==> src/rtl/uarc_rx_arbiter.sv <==
// Round-robin arbiter feeding the core receiver handshake from several character sources.
// Each source has a small FIFO. One buffered character at a time is offered, tagged with its source index.
module uarc_rx_arbiter #(
  parameter int WORD_WIDTH = 32,
  parameter int SOURCES    = 2,
  parameter int FIFO_MAG   = 2
) (
  input  logic                  clk,
  input  logic                  reset,
  input  logic [SOURCES-1:0]    src_valid,
  input  logic [SOURCES*8-1:0]  src_char,
  output logic [SOURCES-1:0]    src_overflow,
  output logic                  send,
  input  logic                  send_ack,
  output logic [WORD_WIDTH-1:0] data,
  output logic                  pending
);

  localparam int DEPTH = 1 << FIFO_MAG;
  localparam int IDX_W = (SOURCES > 1) ? $clog2(SOURCES) : 1;
  localparam logic [FIFO_MAG:0] MSB_ONLY = {1'b1, {FIFO_MAG{1'b0}}};

  typedef enum logic {IDLE, OFFER} state_t;

  state_t state, state_next;

  logic [7:0]        mem    [SOURCES][DEPTH];
  logic [FIFO_MAG:0] wr_ptr [SOURCES];
  logic [FIFO_MAG:0] rd_ptr [SOURCES];
  logic [7:0]        head   [SOURCES];

  logic [SOURCES-1:0]    empty;
  logic [SOURCES-1:0]    full;
  logic [SOURCES-1:0]    pop;
  logic [SOURCES-1:0]    wr_en;
  logic [IDX_W-1:0]      last_grant;
  logic [IDX_W-1:0]      grant;
  logic [IDX_W-1:0]      pick_idx;
  logic [IDX_W-1:0]      cand;
  logic                  pick_valid;
  logic                  load_offer;
  logic                  take_ack;
  logic [WORD_WIDTH-1:0] offer_word;

  // A pop frees a slot in the same edge, so a write into a full FIFO that is being popped is still accepted.
  always_comb begin
    empty = '0;
    full  = '0;
    pop   = '0;
    wr_en = '0;
    for (int i = 0; i < SOURCES; i++) begin
      empty[i] = (wr_ptr[i] == rd_ptr[i]);
      full[i]  = ((wr_ptr[i] ^ rd_ptr[i]) == MSB_ONLY);
      pop[i]   = take_ack && (grant == IDX_W'(i));
      wr_en[i] = src_valid[i] && (!full[i] || pop[i]);
      head[i]  = mem[i][rd_ptr[i][FIFO_MAG-1:0]];
    end
  end

  // The search runs downward so the candidate closest after last_grant is the one that sticks.
  always_comb begin
    pick_valid = 1'b0;
    pick_idx   = '0;
    cand       = '0;
    for (int k = SOURCES - 1; k >= 0; k--) begin
      cand = IDX_W'((int'(last_grant) + 1 + k) % SOURCES);
      if (!empty[cand]) begin
        pick_valid = 1'b1;
        pick_idx   = cand;
      end
    end
  end

  always_comb begin
    offer_word       = '0;
    offer_word[15:0] = {8'(pick_idx), head[pick_idx]};
  end

  always_comb begin
    state_next = state;
    load_offer = 1'b0;
    take_ack   = 1'b0;
    case (state)
      IDLE: begin
        if (pick_valid) begin
          load_offer = 1'b1;
          state_next = OFFER;
        end
      end
      OFFER: begin
        if (send_ack) begin
          take_ack   = 1'b1;
          state_next = IDLE;
        end
      end
      default: state_next = IDLE;
    endcase
  end

  always_ff @(posedge clk or posedge reset) begin
    if (reset) state <= IDLE;
    else       state <= state_next;
  end

  // Last-grant starts at the top index so source 0 is served first after reset.
  always_ff @(posedge clk or posedge reset) begin
    if (reset) begin
      send       <= 1'b0;
      data       <= '0;
      grant      <= '0;
      last_grant <= IDX_W'(SOURCES - 1);
    end else begin
      if (load_offer) begin
        send  <= 1'b1;
        grant <= pick_idx;
        data  <= offer_word;
      end
      if (take_ack) begin
        send       <= 1'b0;
        last_grant <= grant;
      end
    end
  end

  always_ff @(posedge clk or posedge reset) begin
    if (reset) begin
      src_overflow <= '0;
      for (int i = 0; i < SOURCES; i++) begin
        wr_ptr[i] <= '0;
        rd_ptr[i] <= '0;
      end
    end else begin
      for (int i = 0; i < SOURCES; i++) begin
        src_overflow[i] <= src_valid[i] && full[i] && !pop[i];
        if (wr_en[i]) wr_ptr[i] <= wr_ptr[i] + 1'b1;
        if (pop[i])   rd_ptr[i] <= rd_ptr[i] + 1'b1;
      end
    end
  end

  always_ff @(posedge clk) begin
    for (int i = 0; i < SOURCES; i++) begin
      if (wr_en[i]) mem[i][wr_ptr[i][FIFO_MAG-1:0]] <= src_char[i*8 +: 8];
    end
  end

  assign pending = send | ~&empty;

endmodule

==> config.mk <==
export PLATFORM = sky130hd
export DESIGN_NAME = uarc_rx_arbiter
export DESIGN_NICKNAME = d
export VERILOG_FILES = /design/src/rtl/uarc_rx_arbiter.sv
export SDC_FILE = /design/constraint.sdc
export NUM_CORES = 1
export LEC_CHECK = 0
export ABC_AREA = 0
export CORE_ASPECT_RATIO = 1.75
export CORE_UTILIZATION = 50
export DETAILED_ROUTE_END_ITERATION = 8
export GPL_ROUTABILITY_DRIVEN = 0
export PLACE_DENSITY = 0.71
export SYNTH_ARGS = -nofsm -noshare
export SYNTH_HDL_FRONTEND = slang
export SYNTH_SLANG_ARGS = --single-unit
==> constraint.sdc <==
create_clock -name clk -period 1.9 [get_ports clk]
set_input_delay 0.38 -clock clk [delete_from_list [all_inputs] [get_ports clk]]
set_output_delay 0.38 -clock clk [all_outputs]
set_load 0.005 [all_outputs]
==> results.py <==
metrics = {
    "placement": {
        "dp_hpwl_um": 5520,
        "portBuffers": 33,
        "dp_slack_ps": -166,
    },
    "route": {
        "firstDrtPassIters": 7,
        "avgRoutedWirePerCell_um": 17.4,
        "num_vias": 2164,
        "drc_errors": 15,
        "drtAntennaViolNets": 0,
        "drtIter0Drc": 132,
        "finalWirelength_um": 7290,
        "avgViaCountPerCell": 5.16,
    },
    "logic_synthesis": {
        "synthTopCellsByArea": "edfxtp_1, dfrtp_1, mux4_1",
        "ys_seq_elements": 90,
        "synth-main-ff-cell": "edfxtp_1",
        "syn_avg_cell_area_um2": 16.7,
        "ys_warn_count": 0,
        "ys_seq_area_frac": 0.622,
        "synth_edf_count": 64,
        "synth.largest_area_cell": "edfxtp_1",
        "netlist_area_um2": 4140,
        "ys_types": 38,
        "synthArstFlopShare": 0.289,
        "yosysTopAreaCellShare": 0.465,
        "postSynthCellCount": 247,
    },
    "sta": {
        "fmax_ghz": 0.508,
        "drv_slew": 0,
        "rsz0062_at_grt": "true",
        "period_minus_slack_ps": 1970,
        "post-route-period-util": 1.04,
        "tns_ps": -68.1,
        "hold_violations": 0,
        "setup_ws_ps": -68.1,
        "finClkSkew_ps": 7.64,
        "setup_violations": 1,
    },
    "pwr": {
        "p_leak_nw": 1.98,
        "p_per_area_nw_per_um2": 1660,
        "ir_worst_vdd_mv": 0.849,
        "total_power_w": 0.00839,
    },
    "worst_setup_path": {
        "arrival_ps": 1590,
        "start_kind": "flip-flop",
        "critPathRequiredTime_ps": 1520,
        "crit_type": "reg -> out",
        "crit_path_end_kind": "output port",
        "crit_fanout": 2,
    },
    "cells_and_area": {
        "fillers": 563,
        "final_cell_mix": "edfxtp_1, buf_4, clkdlybuf4s50_1",
        "syn_to_final_growth_pct": 22.4,
        "nets": 355,
        "final_common_cell": "edfxtp_1",
        "diodes": 0,
        "final_util": 0.636,
        "drive_above_1_share": 0.280,
    },
    "die": {
        "ios": 57,
        "die_area_um2": 8650,
        "die_height_um": 122,
        "fp.coreArea_um2": 7960,
        "chipWidth_um": 70.7,
        "start_util": 0.519,
        "num_rows": 43,
    },
    "cts": {
        "ctsHoldBuffers": 0,
        "cts_tree": "done",
        "clkLatencyLatePin_ps": 340,
        "cts-buffers-inserted": 9,
        "htree_levels": 3,
        "path_clk_slew_ps": 60,
        "cts_root_buffer": "clkbuf_16",
        "cts_buffer_depth": 2,
        "clock_sinks": 90,
    },
    "global_routing": {
        "grtUsageMet1": 0.198,
        "grt_max_degree": 27,
        "grt_pass1_vias": 2217,
        "track_usage": 0.190,
        "grt_pass1_wl_um": 11500,
        "gr-usage-met2": 0.350,
        "antenna_found_initial": 0,
        "overflow": 0,
        "grtUsageMet3": 0.0427,
        "busiest_layer": "met2",
    },
    "hold_path": {
        "min_path_type": "in -> async",
    },
    "run": {
        "maxCapViolCount": 0,
    },
    "status": {
        "violations": "design-rule violations, negative setup slack",
        "status": "complete, but fails checks",
    },
}
-- area by class of cell --
class                      count  area (um2)  share of cell area
timing repair buffer          75         647               0.128
inverter                      16        60.1              0.0119
sequential                    90        2580               0.510
clock buffer                   9         225              0.0445
clock inverter                 7        93.8              0.0185
multi-input combinational    132        1340               0.265
tap                           90         113              0.0222
-- metrics by stage --
stage | area (um2) | cells | hold WS (ps)
floorplan | 4220 | 269 | 419
global placement | 4700 | 399 | 491
detailed placement | 4700 | 399 | 499
CTS | 5030 | 417 | 394
global route | 5060 | 419 | 415
finish | 5060 | 419 | 392
-- synth_stat cells (all sizes together), types with 3 or more instances --
cell    instances
inv            16
mux4           16
o21ai           3
ha             10
buf            31
dfrtp          25
a211oi          8
and2            8
nor3           18
nand3           5
xor2            4
edfxtp         64
xnor2          12
nand2          10
-- routing by layer --
metal / share of wire / vias to the layer above
met4: 0.029 / 0
met5: 0 / -
met3: 0.032 / 12
li1: - / 1026
met1: 0.37 / 1067
met2: 0.57 / 59
-- cells by family (layout without fill, tap and decap cells) --
| group | count (synthesis) | in the layout | synth area share |
|---|---|---|---|
| flops | 90 | 90 | 0.622 |
| buf+inv | 47 | 107 | 0.0744 |
| simple gates | 46 | 46 | 0.0629 |
| compound gates | 20 | 20 | 0.0499 |
| mux | 17 | 17 | 0.0998 |
| xor+xnor | 16 | 16 | 0.0593 |
| fa+ha+maj | 10 | 10 | 0.0303 |
| other cells | 1 | 23 | 0.000907 |
-- registers in the layout, indices dropped and copies added (netlist names) --
register	flops
grant	1
data	8
mem	64
src_overflow	2
wr_ptr	6
rd_ptr	6
state	1
last_grant	1
send	1
-- what timing repair did --
item,4_1_cts,5_1_grt
pin swaps,2,5
endpoints found under the setup margin,1,1
resized for setup,4,7
setup buffers,2,2
-- where the power goes --
group / switching, W / leakage [nW] / internal, W
combinational: 0.00160 / 0.941 / 0.00184
sequential: 0.000358 / 0.883 / 0.00274
clock: 0.000710 / 0.151 / 0.00115
-- final timing paths --
| check | start | endpoint | slack, ps | depth (start not counted) |
|---|---|---|---|---|
| worst max-delay path | rd_ptr[1] | pending | -70 | 4 |
| max in group asynchronous | reset | last_grant | 1200 | 3 |
| min in group clk | last_grant | last_grant | 520 | 2 |
| worst max register to register | wr_ptr[5] | mem[0][19] | 140 | 6 |
| worst min register to register | last_grant | last_grant | 520 | 2 |
| worst min-delay path | reset | wr_ptr[5] | 390 | 3 |
-- worst max-delay path: stages, from the launching register on --
cell and delay (ps):
dfrtp_2 440, xnor2_4 190, nand3_2 110, or3_4 380, buf_6 120
Note: power is estimated with default switching activity, not from simulation.
